**src/rtl/sequential_divider.sv**
```systemverilog
// Restoring sequential divider: one quotient bit per clock, BITS clocks per divide.
// Define SEQUENTIAL_DIVIDER_SIGNED_EN for two's-complement operands (same latency).
module sequential_divider #(
    parameter int unsigned BITS = 32
) (
    input  logic            clk,
    input  logic            clear,
    input  logic            start,
    input  logic [BITS-1:0] dividend,
    input  logic [BITS-1:0] divisor,
    output logic            busy,
    output logic            done,
    output logic [BITS-1:0] quotient,
    output logic [BITS-1:0] remainder,
    output logic            div_by_zero
);

    localparam int unsigned CNT_W = (BITS > 1) ? $clog2(BITS) : 1;
    localparam logic [CNT_W-1:0] LAST_ITER = CNT_W'(BITS - 1);

    typedef enum logic {
        S_IDLE = 1'b0,
        S_RUN  = 1'b1
    } state_t;

    state_t            r_state;
    state_t            w_state_nxt;
    logic              w_load;
    logic              w_step;
    logic              w_finish;

    logic [CNT_W-1:0]  r_cnt;
    logic [BITS-1:0]   r_rem;
    logic [BITS-1:0]   r_quo;
    logic [BITS-1:0]   r_dvs;
    logic              r_busy;
    logic              r_done;
    logic [BITS-1:0]   r_quotient;
    logic [BITS-1:0]   r_remainder;
    logic              r_div_by_zero;

    logic [BITS:0]     w_rem_sh;
    logic [BITS:0]     w_diff;
    logic [BITS-1:0]   w_rem_nxt;
    logic [BITS-1:0]   w_quo_nxt;
    logic              w_dvs_zero;
    logic [BITS-1:0]   w_dvd_mag;
    logic [BITS-1:0]   w_dvs_mag;
    logic [BITS-1:0]   w_q_fin;
    logic [BITS-1:0]   w_r_fin;

    // Next-state and control decode
    always_comb begin
        w_state_nxt = r_state;
        w_load      = 1'b0;
        w_step      = 1'b0;
        w_finish    = 1'b0;
        case (r_state)
            S_IDLE: begin
                if (start) begin
                    w_load      = 1'b1;
                    w_state_nxt = S_RUN;
                end
            end
            S_RUN: begin
                w_step = 1'b1;
                if (r_cnt == LAST_ITER) begin
                    w_finish    = 1'b1;
                    w_state_nxt = S_IDLE;
                end
            end
            default: w_state_nxt = S_IDLE;
        endcase
    end

    // One restoring step: the partial remainder is always below the divisor,
    // so the BITS+1-bit difference's MSB is its sign.
    always_comb begin
        w_rem_sh  = {r_rem, r_quo[BITS-1]};
        w_diff    = w_rem_sh - {1'b0, r_dvs};
        w_rem_nxt = w_diff[BITS] ? w_rem_sh[BITS-1:0] : w_diff[BITS-1:0];
        w_quo_nxt = {r_quo[BITS-2:0], ~w_diff[BITS]};
    end

    assign w_dvs_zero = (r_dvs == '0);

`ifdef SEQUENTIAL_DIVIDER_SIGNED_EN
    logic r_neg_q;
    logic r_neg_r;

    assign w_dvd_mag = dividend[BITS-1] ? BITS'(-dividend) : dividend;
    assign w_dvs_mag = divisor[BITS-1]  ? BITS'(-divisor)  : divisor;
    // Divide-by-zero keeps the natural (unsigned) result
    assign w_q_fin   = (r_neg_q && !w_dvs_zero) ? BITS'(-w_quo_nxt) : w_quo_nxt;
    assign w_r_fin   = (r_neg_r && !w_dvs_zero) ? BITS'(-w_rem_nxt) : w_rem_nxt;

    always_ff @(posedge clk) begin
        if (clear) begin
            r_neg_q <= 1'b0;
            r_neg_r <= 1'b0;
        end else if (w_load) begin
            r_neg_q <= dividend[BITS-1] ^ divisor[BITS-1];
            r_neg_r <= dividend[BITS-1];
        end
    end
`else
    assign w_dvd_mag = dividend;
    assign w_dvs_mag = divisor;
    assign w_q_fin   = w_quo_nxt;
    assign w_r_fin   = w_rem_nxt;
`endif

    // State register, iteration datapath and result registers
    always_ff @(posedge clk) begin
        if (clear) begin
            r_state       <= S_IDLE;
            r_cnt         <= '0;
            r_rem         <= '0;
            r_quo         <= '0;
            r_dvs         <= '0;
            r_busy        <= 1'b0;
            r_done        <= 1'b0;
            r_quotient    <= '0;
            r_remainder   <= '0;
            r_div_by_zero <= 1'b0;
        end else begin
            r_state <= w_state_nxt;
            r_busy  <= (w_state_nxt == S_RUN);
            r_done  <= w_finish;
            if (w_load) begin
                r_rem <= '0;
                r_quo <= w_dvd_mag;
                r_dvs <= w_dvs_mag;
                r_cnt <= '0;
            end else if (w_step) begin
                r_rem <= w_rem_nxt;
                r_quo <= w_quo_nxt;
                r_cnt <= w_finish ? '0 : r_cnt + CNT_W'(1);
            end
            if (w_finish) begin
                r_quotient    <= w_q_fin;
                r_remainder   <= w_r_fin;
                r_div_by_zero <= w_dvs_zero;
            end
        end
    end

    assign busy        = r_busy;
    assign done        = r_done;
    assign quotient    = r_quotient;
    assign remainder   = r_remainder;
    assign div_by_zero = r_div_by_zero;

endmodule

```
**config.mk**
```make
export PLATFORM = sky130hd
export DESIGN_NAME = sequential_divider
export DESIGN_NICKNAME = d
export VERILOG_FILES = /design/src/rtl/sequential_divider.sv
export SDC_FILE = /design/constraint.sdc
export NUM_CORES = 1
export LEC_CHECK = 0
export CORE_MARGIN = 1
export CORE_UTILIZATION = 54
export DETAILED_ROUTE_END_ITERATION = 10
export GPL_ROUTABILITY_DRIVEN = 0
export PLACE_DENSITY = 0.87
export SYNTH_ARGS = -nofsm -noshare
export SYNTH_HDL_FRONTEND = slang
export SYNTH_SLANG_ARGS = --single-unit
export TNS_END_PERCENT = 100
```
**constraint.sdc**
```tcl
create_clock -name clk -period 4.17 [get_ports clk]
set_input_delay 1.251 -clock clk [delete_from_list [all_inputs] [get_ports clk]]
set_output_delay 1.251 -clock clk [all_outputs]
set_load 0.02 [all_outputs]
```
==> impl_metrics.csv <==
group,metric,value,unit
logic_synthesis,synth_ff_type,"dfxtp_1",
worst_setup_path,crit_path_top_delay_cell,"xnor2_4",
worst_setup_path,critPathLaunchType,"flop",
sta,setup_tns,0,ns
clock_tree,cts_hold_buf,0,
sta,grt_setup_unrepaired,"false",
worst_setup_path,critPathBufInv,2,
worst_setup_path,path_delay_family,"compound AO/OA/AOI/OAI gates",
placed_design,portBuffers,133,
pwr,power_density,442,nW/um^2
sta,clock_skew,0.0132,ns
finish,final_util,69.6,%
route,dr.pass1.iters,5,
sta,tightest_slew,0.783,ns
hold_path,hp-class,"flop to flop",
route,wire_per_inst,16.6,um
die,dieArea,15600,um^2
finish,fillers,1132,
clock_tree,clk_pin_slew_worst_paths,0.07,ns
route,via_per_inst,5.75,
worst_setup_path,cp.required,4.48,ns
route,num_vias,7343,
clock_tree,cts_buffers,17,
finish,n_antenna_cell,0,
die,core,14600,um^2
pwr,total_power,4490,uW
sta,fin_crit,3.63,ns
grt,overflow,0,
route,drc_errors,0,
worst_setup_path,cpPeakStageDelay,0.51,ns
finish,layout_common_cells,"167 x dfxtp_1, 131 x clkdlybuf4s50_1, 129 x nand2_1",
placed_design,pre_cts_ws,0.599,ns
worst_setup_path,crit_chain,"inv_1 > ha_1 > fa_1 > nand2b_1 > a21o_1 > a21oi_2 > o211ai_1 > or4b_1 > a31oi_4 > xnor2_4 > buf_4 > mux2i_1 > a21oi_1",
logic_synthesis,synth_nets,1081,
grt,grt_pass1_wl,35000,um
die,die_h,125,um
logic_synthesis,ys_seq_elements,168,
grt,grt_max_degree,84,
grt,grt_use_total,27.6,%
clock_tree,post_cts_buffers,0,
logic_synthesis,synth_warnings,0,
logic_synthesis,synthesis.area,8130,um^2
grt,antenna_found_initial,0,
logic_synthesis,synthArstFlopShare,0,%
clock_tree,cts-root-buf,"clkbuf_16",
logic_synthesis,seq_area_frac_synth,41.4,%
route,totalWireLength,21200,um
logic_synthesis,syn_inst,979,
status,status,"complete, no violations",
worst_setup_path,worstSetupEndpointType,"flop",
clock_tree,clock_latency,0.44,ns
pwr,p_leak,0.00399,uW
worst_setup_path,cp.arrival,3.94,ns
finish,nets,1182,
worst_setup_path,timing_worst_setup_path_type,"flop to flop",
pwr,ir_drop,0.352,mV
clock_tree,cts_max_path_buffers,2,
placed_design,dpl.hpwl,14200,um
sta,final.period_utilization,87.2,%
sta,fmax,275,MHz
finish,layout_commonest_cell,"dfxtp_1",
logic_synthesis,synth-edff-count,0,
logic_synthesis,avgSynthCellArea,8.31,um^2
die,pin_count,134,
sta,hold_viol_final,0,
sta,layout_setup_ws,0.535,ns
clock_tree,tritoncts,"built",
route,ant_nets,0,
logic_synthesis,synthDistinctLibCells,59,
sta,setup_viol,0,
job,cap_violations,0,
finish,drive_gt1_share,5.40,%
sta,max_slew_margin,47.8,%
route,first_iter_violations,607,
worst_setup_path,cp_max_fo,13,
sta,slew_violations,0,
die,num_rows,44,
die,die-width,125,um
grt,grt_pass1_vias,7257,
finish,syn2layout_area_growth,24.8,%
placed_design,placedCellCount,1245,
die,initial_core_util,55.7,%
clock_tree,h-tree-depth,4,
clock_tree,clock_sinks,168,
finish,stdcell_count,1277,
clock_tree,post_cts_resized,0,
## through the flow
step	hold slack, ns	cell area, um^2
floorplan	0.449	8130
global placement	0.434	9550
detailed placement	0.445	9550
CTS	0.454	10200
global route	0.473	10200
finish	0.448	10200
## worst min-delay path: stages (launching register included)
cell and delay [ns]:
dfxtp_1 0.31, nand2_1 0.05, o21ai_1 0.05
## worst paths after layout
| path | slack [ns] | cells after the start | end | from |
|---|---|---|---|---|
| worst max-delay path | 0.54 | 13 | r_rem[27] | r_quo[31] |
| worst min-delay path | 0.45 | 2 | remainder[6] | remainder[6] |
| worst max register to register | 0.54 | 13 | r_rem[27] | r_quo[31] |
| worst min register to register | 0.45 | 2 | remainder[6] | remainder[6] |
## synthesized netlist by cell type, drive strengths merged, types with 8 or more instances
library cell  number  area (um^2)
o21ai             82          410
o211ai             8         60.1
buf               11         65.1
xnor2             15          139
a22o              31          272
mux2i             61          611
dfxtp            168         3360
a21oi            121          617
nor2              92          345
nor3               9         45.0
inv               38          143
nand2            129          484
nor4               9         56.3
xor2              14          123
a21o              10         75.1
nand3             17         85.1
clkbuf            50          188
ha                34          425
## flip-flops by register name, indices dropped and copies added, names as in the netlist
name	count
busy	1
div_by_zero	1
done	1
quotient	32
r_cnt	5
r_dvs	32
r_quo	32
r_rem	32
remainder	32
## kinds of logic after synthesis
logic type / after synthesis / share of synthesized area [%]
XOR/XNOR: 29 / 3.22
flip-flops: 168 / 41.4
AND/OR/NAND/NOR: 292 / 15.4
multiplexers: 62 / 7.65
buffers and inverters: 100 / 4.91
AO/OA/AOI/OAI: 293 / 22.0
adder cells (fa/ha/maj): 35 / 5.48
## area by class of cell
class	count	area, um^2	share of cell area (%)
Clock inverter	15	178	1.75
Timing Repair Buffer	143	1410	13.9
Multi-Input combinational cell	711	4400	43.3
Inverter	39	146	1.44
Tap cell	184	230	2.27
Sequential cell	168	3370	33.2
Clock buffer	17	425	4.19
## where the power goes
group | internal, uW | leakage [uW] | switching, uW | total (uW)
Clock | 811 | 0.000291 | 776 | 1590
Combinational | 503 | 0.00233 | 665 | 1170
Sequential | 1670 | 0.00137 | 66.1 | 1730
## layer usage
layer	wire length, um	global-route usage (%)	vias up
met1	8950	32.6	3421
li1	-	-	3628
met3	1860	9.97	32
met5	0	0	-
met2	10000	46.2	262
met4	366	9.36	0
(Power assumes the default switching activity.)
